$ cat src/rtl/rf_arb_pkg.sv
// Shared constants and FSM state type for the register-file access arbiter.
package rf_arb_pkg;
  localparam int AW    = 7;
  localparam int DW    = 32;
  localparam int DEPTH = 2 ** AW;

  typedef enum logic {
    IDLE  = 1'b0,
    CLEAR = 1'b1
  } arb_state_e;
endpackage

$ cat src/rtl/rf_access_arbiter_if.sv
// Requester-side and register-file-side signals of the arbiter, bundled.
interface rf_access_arbiter_if import rf_arb_pkg::*; ();
  // rd_req/wr_req are held by the requester until the matching *_gnt is high in
  // the same cycle; a granted read returns rd_rdata with rd_rvalid one cycle later.
  logic          rd_req;
  logic [AW-1:0] rd_addr;
  logic          rd_gnt;
  logic          rd_rvalid;
  logic [DW-1:0] rd_rdata;
  logic          wr_req;
  logic [AW-1:0] wr_addr;
  logic [DW-1:0] wr_data;
  logic          wr_gnt;
  logic          clr_start;
  logic          clr_busy;
  logic          clr_done;
  logic [AW-1:0] rf_a;
  logic [DW-1:0] rf_d;
  logic          rf_wen;
  logic [DW-1:0] rf_q;

  modport slave (
    input  rd_req, rd_addr, wr_req, wr_addr, wr_data, clr_start, rf_q,
    output rd_gnt, rd_rvalid, rd_rdata, wr_gnt, clr_busy, clr_done,
           rf_a, rf_d, rf_wen
  );

  modport master (
    output rd_req, rd_addr, wr_req, wr_addr, wr_data, clr_start, rf_q,
    input  rd_gnt, rd_rvalid, rd_rdata, wr_gnt, clr_busy, clr_done,
           rf_a, rf_d, rf_wen
  );
endinterface

$ cat src/rtl/rf_clear_seq.sv
// Clear-sweep sequencer: walks every address once, then pulses done.
module rf_clear_seq import rf_arb_pkg::*; (
  input  logic          clk,
  input  logic          rst,
  input  logic          start,
  output arb_state_e    state,
  output logic [AW-1:0] cnt,
  output logic          busy,
  output logic          done
);
  arb_state_e    state_q, state_d;
  logic [AW-1:0] cnt_q, cnt_d;
  logic          done_q, done_d;

  always_ff @(posedge clk or posedge rst) begin
    if (rst) begin
      state_q <= IDLE;
      cnt_q   <= '0;
      done_q  <= 1'b0;
    end else begin
      state_q <= state_d;
      cnt_q   <= cnt_d;
      done_q  <= done_d;
    end
  end

  always_comb begin
    state_d = state_q;
    cnt_d   = cnt_q;
    done_d  = 1'b0;
    case (state_q)
      IDLE: begin
        if (start) begin
          state_d = CLEAR;
          cnt_d   = '0;
        end
      end
      CLEAR: begin
        cnt_d = cnt_q + 1'b1;
        // Last address is written this cycle; done lands on the first idle cycle.
        if (cnt_q == AW'(DEPTH - 1)) begin
          state_d = IDLE;
          done_d  = 1'b1;
        end
      end
      default: state_d = IDLE;
    endcase
  end

  assign state = state_q;
  assign cnt   = cnt_q;
  assign busy  = (state_q == CLEAR);
  assign done  = done_q;
endmodule

$ cat src/rtl/rf_access_arbiter.sv
// Single-port register-file arbiter: fetch reads vs loader writes, plus clear sweep.
module rf_access_arbiter import rf_arb_pkg::*; #(
  parameter int WR_BURST_MAX = 4
) (
  input  logic               clk,
  input  logic               rst,
  rf_access_arbiter_if.slave bus,
  output arb_state_e         dbg_state
);
  localparam int SW = $clog2(WR_BURST_MAX + 1);
  localparam logic [SW-1:0] STREAK_MAX = SW'(WR_BURST_MAX);

  arb_state_e    state;
  logic [AW-1:0] clr_cnt;
  logic          clr_busy;
  logic          clr_done;
  logic          clr_go;
  logic          arb_en;
  logic          rd_gnt;
  logic          wr_gnt;
  logic [SW-1:0] streak_q, streak_d;
  logic          rvalid_q, rvalid_d;
  logic [AW-1:0] rf_a;
  logic [DW-1:0] rf_d;
  logic          rf_wen;

  // A starting sweep steals its launch cycle too, so requests stall there.
  assign clr_go = (state == IDLE) && bus.clr_start;
  assign arb_en = (state == IDLE) && !bus.clr_start && !rst;

  rf_clear_seq u_clear_seq (
    .clk   (clk),
    .rst   (rst),
    .start (clr_go),
    .state (state),
    .cnt   (clr_cnt),
    .busy  (clr_busy),
    .done  (clr_done)
  );

  always_comb begin
    rd_gnt = 1'b0;
    wr_gnt = 1'b0;
    if (arb_en) begin
      if (bus.wr_req && (!bus.rd_req || streak_q != STREAK_MAX)) begin
        wr_gnt = 1'b1;
      end else if (bus.rd_req) begin
        rd_gnt = 1'b1;
      end
    end
  end

  // Streak counts writes that overtook a waiting read; it bounds read starvation.
  always_comb begin
    streak_d = streak_q;
    if (rd_gnt || !bus.rd_req) begin
      streak_d = '0;
    end else if (wr_gnt && streak_q != STREAK_MAX) begin
      streak_d = streak_q + 1'b1;
    end
  end

  always_comb begin
    rvalid_d = rd_gnt;
    rf_a     = bus.rd_addr;
    rf_d     = bus.wr_data;
    rf_wen   = 1'b1;
    if (clr_busy) begin
      rf_a   = clr_cnt;
      rf_d   = '0;
      rf_wen = 1'b0;
    end else if (wr_gnt) begin
      rf_a   = bus.wr_addr;
      rf_d   = bus.wr_data;
      rf_wen = 1'b0;
    end
  end

  always_ff @(posedge clk or posedge rst) begin
    if (rst) begin
      streak_q <= '0;
      rvalid_q <= 1'b0;
    end else begin
      streak_q <= streak_d;
      rvalid_q <= rvalid_d;
    end
  end

  assign bus.rd_gnt    = rd_gnt;
  assign bus.wr_gnt    = wr_gnt;
  assign bus.rd_rvalid = rvalid_q;
  assign bus.rd_rdata  = bus.rf_q;
  assign bus.clr_busy  = clr_busy;
  assign bus.clr_done  = clr_done;
  assign bus.rf_a      = rf_a;
  assign bus.rf_d      = rf_d;
  assign bus.rf_wen    = rf_wen;
  assign dbg_state     = state;
endmodule

$ cat src/flat_wrapper.sv
// flat-port wrapper written by rule: the top's interface ports become plain ports
module rf_access_arbiter_flat import rf_arb_pkg::*;
#(
  parameter int WR_BURST_MAX = 4
)
  (clk, rst, dbg_state, bus_rd_req, bus_rd_addr, bus_wr_req, bus_wr_addr, bus_wr_data, bus_clr_start, bus_rf_q, bus_rd_gnt, bus_rd_rvalid, bus_rd_rdata, bus_wr_gnt, bus_clr_busy, bus_clr_done, bus_rf_a, bus_rf_d, bus_rf_wen);
  rf_access_arbiter_if bus_i ();
  input  logic clk;
  input  logic rst;
  output arb_state_e dbg_state;
  input wire logic [$bits(bus_i.rd_req)-1:0] bus_rd_req;
  input wire logic [$bits(bus_i.rd_addr)-1:0] bus_rd_addr;
  input wire logic [$bits(bus_i.wr_req)-1:0] bus_wr_req;
  input wire logic [$bits(bus_i.wr_addr)-1:0] bus_wr_addr;
  input wire logic [$bits(bus_i.wr_data)-1:0] bus_wr_data;
  input wire logic [$bits(bus_i.clr_start)-1:0] bus_clr_start;
  input wire logic [$bits(bus_i.rf_q)-1:0] bus_rf_q;
  output wire logic [$bits(bus_i.rd_gnt)-1:0] bus_rd_gnt;
  output wire logic [$bits(bus_i.rd_rvalid)-1:0] bus_rd_rvalid;
  output wire logic [$bits(bus_i.rd_rdata)-1:0] bus_rd_rdata;
  output wire logic [$bits(bus_i.wr_gnt)-1:0] bus_wr_gnt;
  output wire logic [$bits(bus_i.clr_busy)-1:0] bus_clr_busy;
  output wire logic [$bits(bus_i.clr_done)-1:0] bus_clr_done;
  output wire logic [$bits(bus_i.rf_a)-1:0] bus_rf_a;
  output wire logic [$bits(bus_i.rf_d)-1:0] bus_rf_d;
  output wire logic [$bits(bus_i.rf_wen)-1:0] bus_rf_wen;
  assign bus_i.rd_req = bus_rd_req;
  assign bus_i.rd_addr = bus_rd_addr;
  assign bus_i.wr_req = bus_wr_req;
  assign bus_i.wr_addr = bus_wr_addr;
  assign bus_i.wr_data = bus_wr_data;
  assign bus_i.clr_start = bus_clr_start;
  assign bus_i.rf_q = bus_rf_q;
  assign bus_rd_gnt = bus_i.rd_gnt;
  assign bus_rd_rvalid = bus_i.rd_rvalid;
  assign bus_rd_rdata = bus_i.rd_rdata;
  assign bus_wr_gnt = bus_i.wr_gnt;
  assign bus_clr_busy = bus_i.clr_busy;
  assign bus_clr_done = bus_i.clr_done;
  assign bus_rf_a = bus_i.rf_a;
  assign bus_rf_d = bus_i.rf_d;
  assign bus_rf_wen = bus_i.rf_wen;
  rf_access_arbiter #(.WR_BURST_MAX(WR_BURST_MAX)) u_core (.clk(clk), .rst(rst), .bus(bus_i), .dbg_state(dbg_state));
endmodule
$ cat config.mk
export PLATFORM = sky130hd
export DESIGN_NAME = rf_access_arbiter_flat
export DESIGN_NICKNAME = d
export VERILOG_FILES = /design/src/rtl/rf_arb_pkg.sv /design/src/rtl/rf_access_arbiter_if.sv /design/src/rtl/rf_clear_seq.sv /design/src/rtl/rf_access_arbiter.sv /design/src/flat_wrapper.sv
export SDC_FILE = /design/constraint.sdc
export NUM_CORES = 1
export LEC_CHECK = 0
export BUFFER_PORTS_ARGS = -buffer_cell sky130_fd_sc_hd__buf_2
export CELL_PAD_IN_SITES_DETAIL_PLACEMENT = 2
export CELL_PAD_IN_SITES_GLOBAL_PLACEMENT = 2
export CORE_MARGIN = 2
export CORE_UTILIZATION = 14
export CTS_BUF_LIST = sky130_fd_sc_hd__clkbuf_4
export CTS_CLUSTER_DIAMETER = 30
export CTS_CLUSTER_SIZE = 12
export DETAILED_ROUTE_END_ITERATION = 10
export PLACE_DENSITY_LB_ADDON = 0.3
export RECOVER_POWER = 25
export SLEW_MARGIN = 20
export SYNTH_ARGS = -nofsm -noshare
export SYNTH_HDL_FRONTEND = slang
export SYNTH_SLANG_ARGS = --single-unit
$ cat constraint.sdc
create_clock -name clk -period 1.51 [get_ports clk]
set_clock_uncertainty 0.05 [all_clocks]
set_input_delay 0.151 -clock clk [delete_from_list [all_inputs] [get_ports clk]]
set_output_delay 0.151 -clock clk [all_outputs]
set_load 0.005 [all_outputs]
==> parameters.txt <==
Parameter                              Value

Status
  Status ... finished, violations left
  Violations in the final reports ... negative setup slack

Timing
  Final TNS setup ... -6.583 ns
  Setup repair after global routing missed its margin ... true
  Shortest period the worst path allows ... 1.896 ns
  Worst Tran Pin Value ... 0.5806 ns
  Worst Slack Setup Final ... -0.3856 ns
  Total setup violations reported at the end of the flow ... 43
  Tightest slew margin relative to the limit ... 61.25%
  Final hold vios ... 0
  Post-route fraction of the period consumed by the critical path ... 125.5%
  Fmax achieved ... 527.5 MHz
  Final max-slew violation count ... 0

Synth
  Count of cell types in the netlist ... 32
  Post-Syn Instances ... 169
  Post-synthesis cell area ... 1369 µm²
  Number of synthesized flops with an enable pin ... 0
  Proportion of netlist area held by the largest area contributor ... 23.77%
  Total number of yosys warnings ... 0
  Syn_nets ... 255
  Ys flop type ... dfrtp_1
  Post-synthesis average cell area ... 8.099 µm²
  Sequential-to-total area share from yosys stat ... 23.77%
  Share of flip-flops with an asynchronous set or reset ... 100.0%
  Flops & latches, synth ... 13
  Cell type with the largest total area after synthesis ... dfrtp_1
  Main area contributors after synthesis ... dfrtp_1 (24%), buf_4 (19%), nor2b_1 (16%)

Critical path
  Crit start category ... flip-flop
  Reg-to-Reg End ... u_core.u_clear_seq.busy
  Largest delay contributor family on the critical path ... flip-flops
  Data arrival at the endpoint of the critical path ... 1.69 ns
  Worst r2r path cells ... 6
  Buf/Inv on CP ... 3
  Crit path capture type ... primary output
  Type of the setup path with the least slack ... reg -> out
  Setup slack of the worst register-to-register path ... -0.03 ns
  Critical Path Slowest Stage Cell ... dfrtp_1
  Crit path required time ... 1.31 ns
  Critical-path cell list ... inv_2 -> ha_4 -> nand3_2 -> and3_4 -> buf_12 -> o311ai_4 -> buf_2
  Critical path's largest stage delay ... 0.40 ns
  Maximum net fanout on the critical path ... 7
  Startpoint of the worst-slack reg-to-reg timing path ... u_core.u_clear_seq.busy

Clock network
  Clock Pin Slew Worst Setup and Hold Paths ... 0.10 ns
  Later-pin clock latency in the skew report ... 0.30 ns
  Clock root buffer master ... clkbuf_4
  H-Tree Depth ... 1
  Buffer levels on the longest clock path ... 2
  CTS tree ... done
  Num Clock Sinks ... 13
  CTS Buf Count ... 3

Global route
  Wire length of the first global-routing pass ... 8.445 mm
  Via count of the first global-routing pass ... 1,638
  Maximum number of pins on one net before global-route repair ... 14
  GRT Util Overall ... 10.19%
  Antenna violations before repair ... 0
  Total overflow reported by the global router ... 0

Hold path
  Hold Path Sink ... u_core.u_clear_seq.cnt[1]
  Startpoint of the lowest-slack hold path ... bus_clr_start
  Worst min-delay path category ... in -> reg
  Worst Hold Path Cells ... 2

Cells and area
  Net count of the finished layout ... 349
  Area added between synthesis and finish ... 77.42%
  Share of cells above drive strength 1 ... 64.50%
  Final antenna diode count ... 0
  Post-Route Utilization ... 25.19%
  Fin cells ... 395

Routing
  Residual antenna-violating net count after detailed routing ... 0
  Via density per instance ... 3.970
  Count of TritonRoute iterations in the first routing pass ... 3
  Routed wire length ... 5.837 mm
  Number of vias in the routed layout ... 1,568
  First DRT Iteration DRCs ... 26
  DRC Markers ... 0
  Routed len/inst ... 14.78 µm

Power
  Total leakage power ... 1.243 nW
  Total power consumption of the routed design ... 1.813 mW
  Peak supply drop ... 0.1956 mV
  Total power divided by cell area ... 746.5 nW/µm²

Placement
  Placed Cells incl. Taps ... 373
  RePlAce Congestion ... 0.7670
  Buffers added on ports ... 96
  Setup slack at placement ... -0.1188 ns
  HPWL Detailed ... 3.822 mm

Floorplan
  Number of standard-cell rows in the floorplan ... 36
  Full die area ... 10,580 µm²
  Starting density of the core ... 14.20%
  Count of boundary I/O pins ... 161
  Height of the die ... 102.9 µm
  Floorplan core area ... 9639 µm²
  Die extent in x ... 102.9 µm

Run
  Maxcap violations ... 0
synthesized netlist by cell type (2+ instances only):
cell type / number
buf_2: 3
nor2_1: 2
nor2b_1: 34
nor3b_1: 2
nand4b_1: 2
nand4_1: 10
and3_1: 2
nand3_1: 3
ha_1: 3
o21ai_0: 4
mux2i_1: 2
dfrtp_1: 13
buf_4: 34
nand2_1: 12
inv_1: 12
a21oi_1: 5
nand2b_1: 2
clkbuf_1: 5
o311ai_2: 6
cells by family after synthesis:
group	count (synthesis)	share of synthesized area (%)
and+or+nand+nor	73	31.90
buffers and inverters	56	25.59
AOI/OAI and AO/OA	21	13.89
DFF	13	23.77
adders and majority gates	3	2.743
muxes	2	1.463
xor gates and xnor gates	1	0.6400
layer usage:
layer  routed length (µm)  up-vias  part of all wire [%]  GRT usage, %
li1                     -      718                     -             -
met1                 2200      772                    38         11.86
met2                 3221       67                    55         18.83
met3                  339       11                   5.8         1.966
met4                   76        0                   1.3         2.935
met5                    0        -                     0             0
through the flow:
stage | cell area (µm²) | hold WS, ns
after floorplan | 1369 | -0.02204
after global placement | 1854 | 0.2168
after detailed placement | 1854 | 0.2234
after CTS | 2223 | 0.1385
after global routing | 2429 | 0.1259
final | 2429 | 0.1239
registers in the layout, indices dropped and copies added (netlist names):
signal	flops
u_core.u_clear_seq.cnt	7
u_core.u_clear_seq.done	1
u_core.u_clear_seq.busy	1
u_core.streak_q	3
u_core.bus.rd_rvalid	1
report_power, final:
part           leakage [nW]  total, mW  switching (mW)  internal (mW)
sequential            0.163      0.559           0.113          0.445
clock                0.0177      0.245           0.146         0.0988
combinational          1.06       1.01           0.439          0.570
total                  1.24       1.81           0.699           1.11
area by class of cell:
cell class,count,area [µm²]
sequential,13,326.6
clock buffer,3,22.52
multi-input combinational,100,867.1
fill,1126,7211
inverter,12,45.04
tap,133,166.4
timing repair buffer,133,996.0
clock inverter,1,5.005
repair_timing:
action	in CTS	in global routing
resized for setup	25	41
buffers inserted	7	4
cloned	6	2
hold buffers	1	0
hold endpoints to repair	13	0
pin swaps	4	2
setup endpoints to repair	39	51
worst register-to-register path: cells and delay by family (launching register included):
| family | cells | cell delay (ns) |
|---|---|---|
| AOI/OAI and AO/OA | 1 | 0.03 |
| buffers and inverters | 4 | 0.59 |
| DFF | 1 | 0.46 |
| and+or+nand+nor | 1 | 0.28 |
placed cells by master (no fill, tap or decap), types with 2 or more instances in the layout:
cell type,synthesis,layout
buf_2,3,93
nor2b_1,34,19
buf_4,34,19
nor2b_4,0,13
nand2_1,12,12
dfrtp_1,13,12
inv_1,12,10
nand4_1,10,10
buf_6,1,6
buf_12,0,6
a21oi_1,5,5
o21ai_1,1,4
o311ai_2,6,4
buf_16,0,4
clkbuf_4,0,3
mux2i_1,2,2
nand3_1,3,2
nor3b_1,2,2
inv_2,0,2
nor2b_2,0,2
o311ai_4,0,2
nand4b_1,2,2
ha_1,3,2
clkbuf_16,0,2
buf_8,0,2
how the worst max path moves through the flow:
stage	from	end	slack, ns	depth (start not counted)
2_1_floorplan	u_core.streak_q[0]	bus_rf_a[0]	0.04	6
3_3_place_gp	u_core.streak_q[0]	bus_rf_a[0]	-0.1	7
3_5_place_dp	u_core.streak_q[0]	bus_rf_a[0]	-0.12	7
4_1_cts	u_core.streak_q[1]	bus_rf_a[0]	-0.36	7
5_1_grt	u_core.streak_q[0]	bus_rf_a[3]	-0.48	7
6_report	u_core.streak_q[1]	bus_rf_a[3]	-0.39	7
No activity file was read; power rests on OpenSTA's default activity.
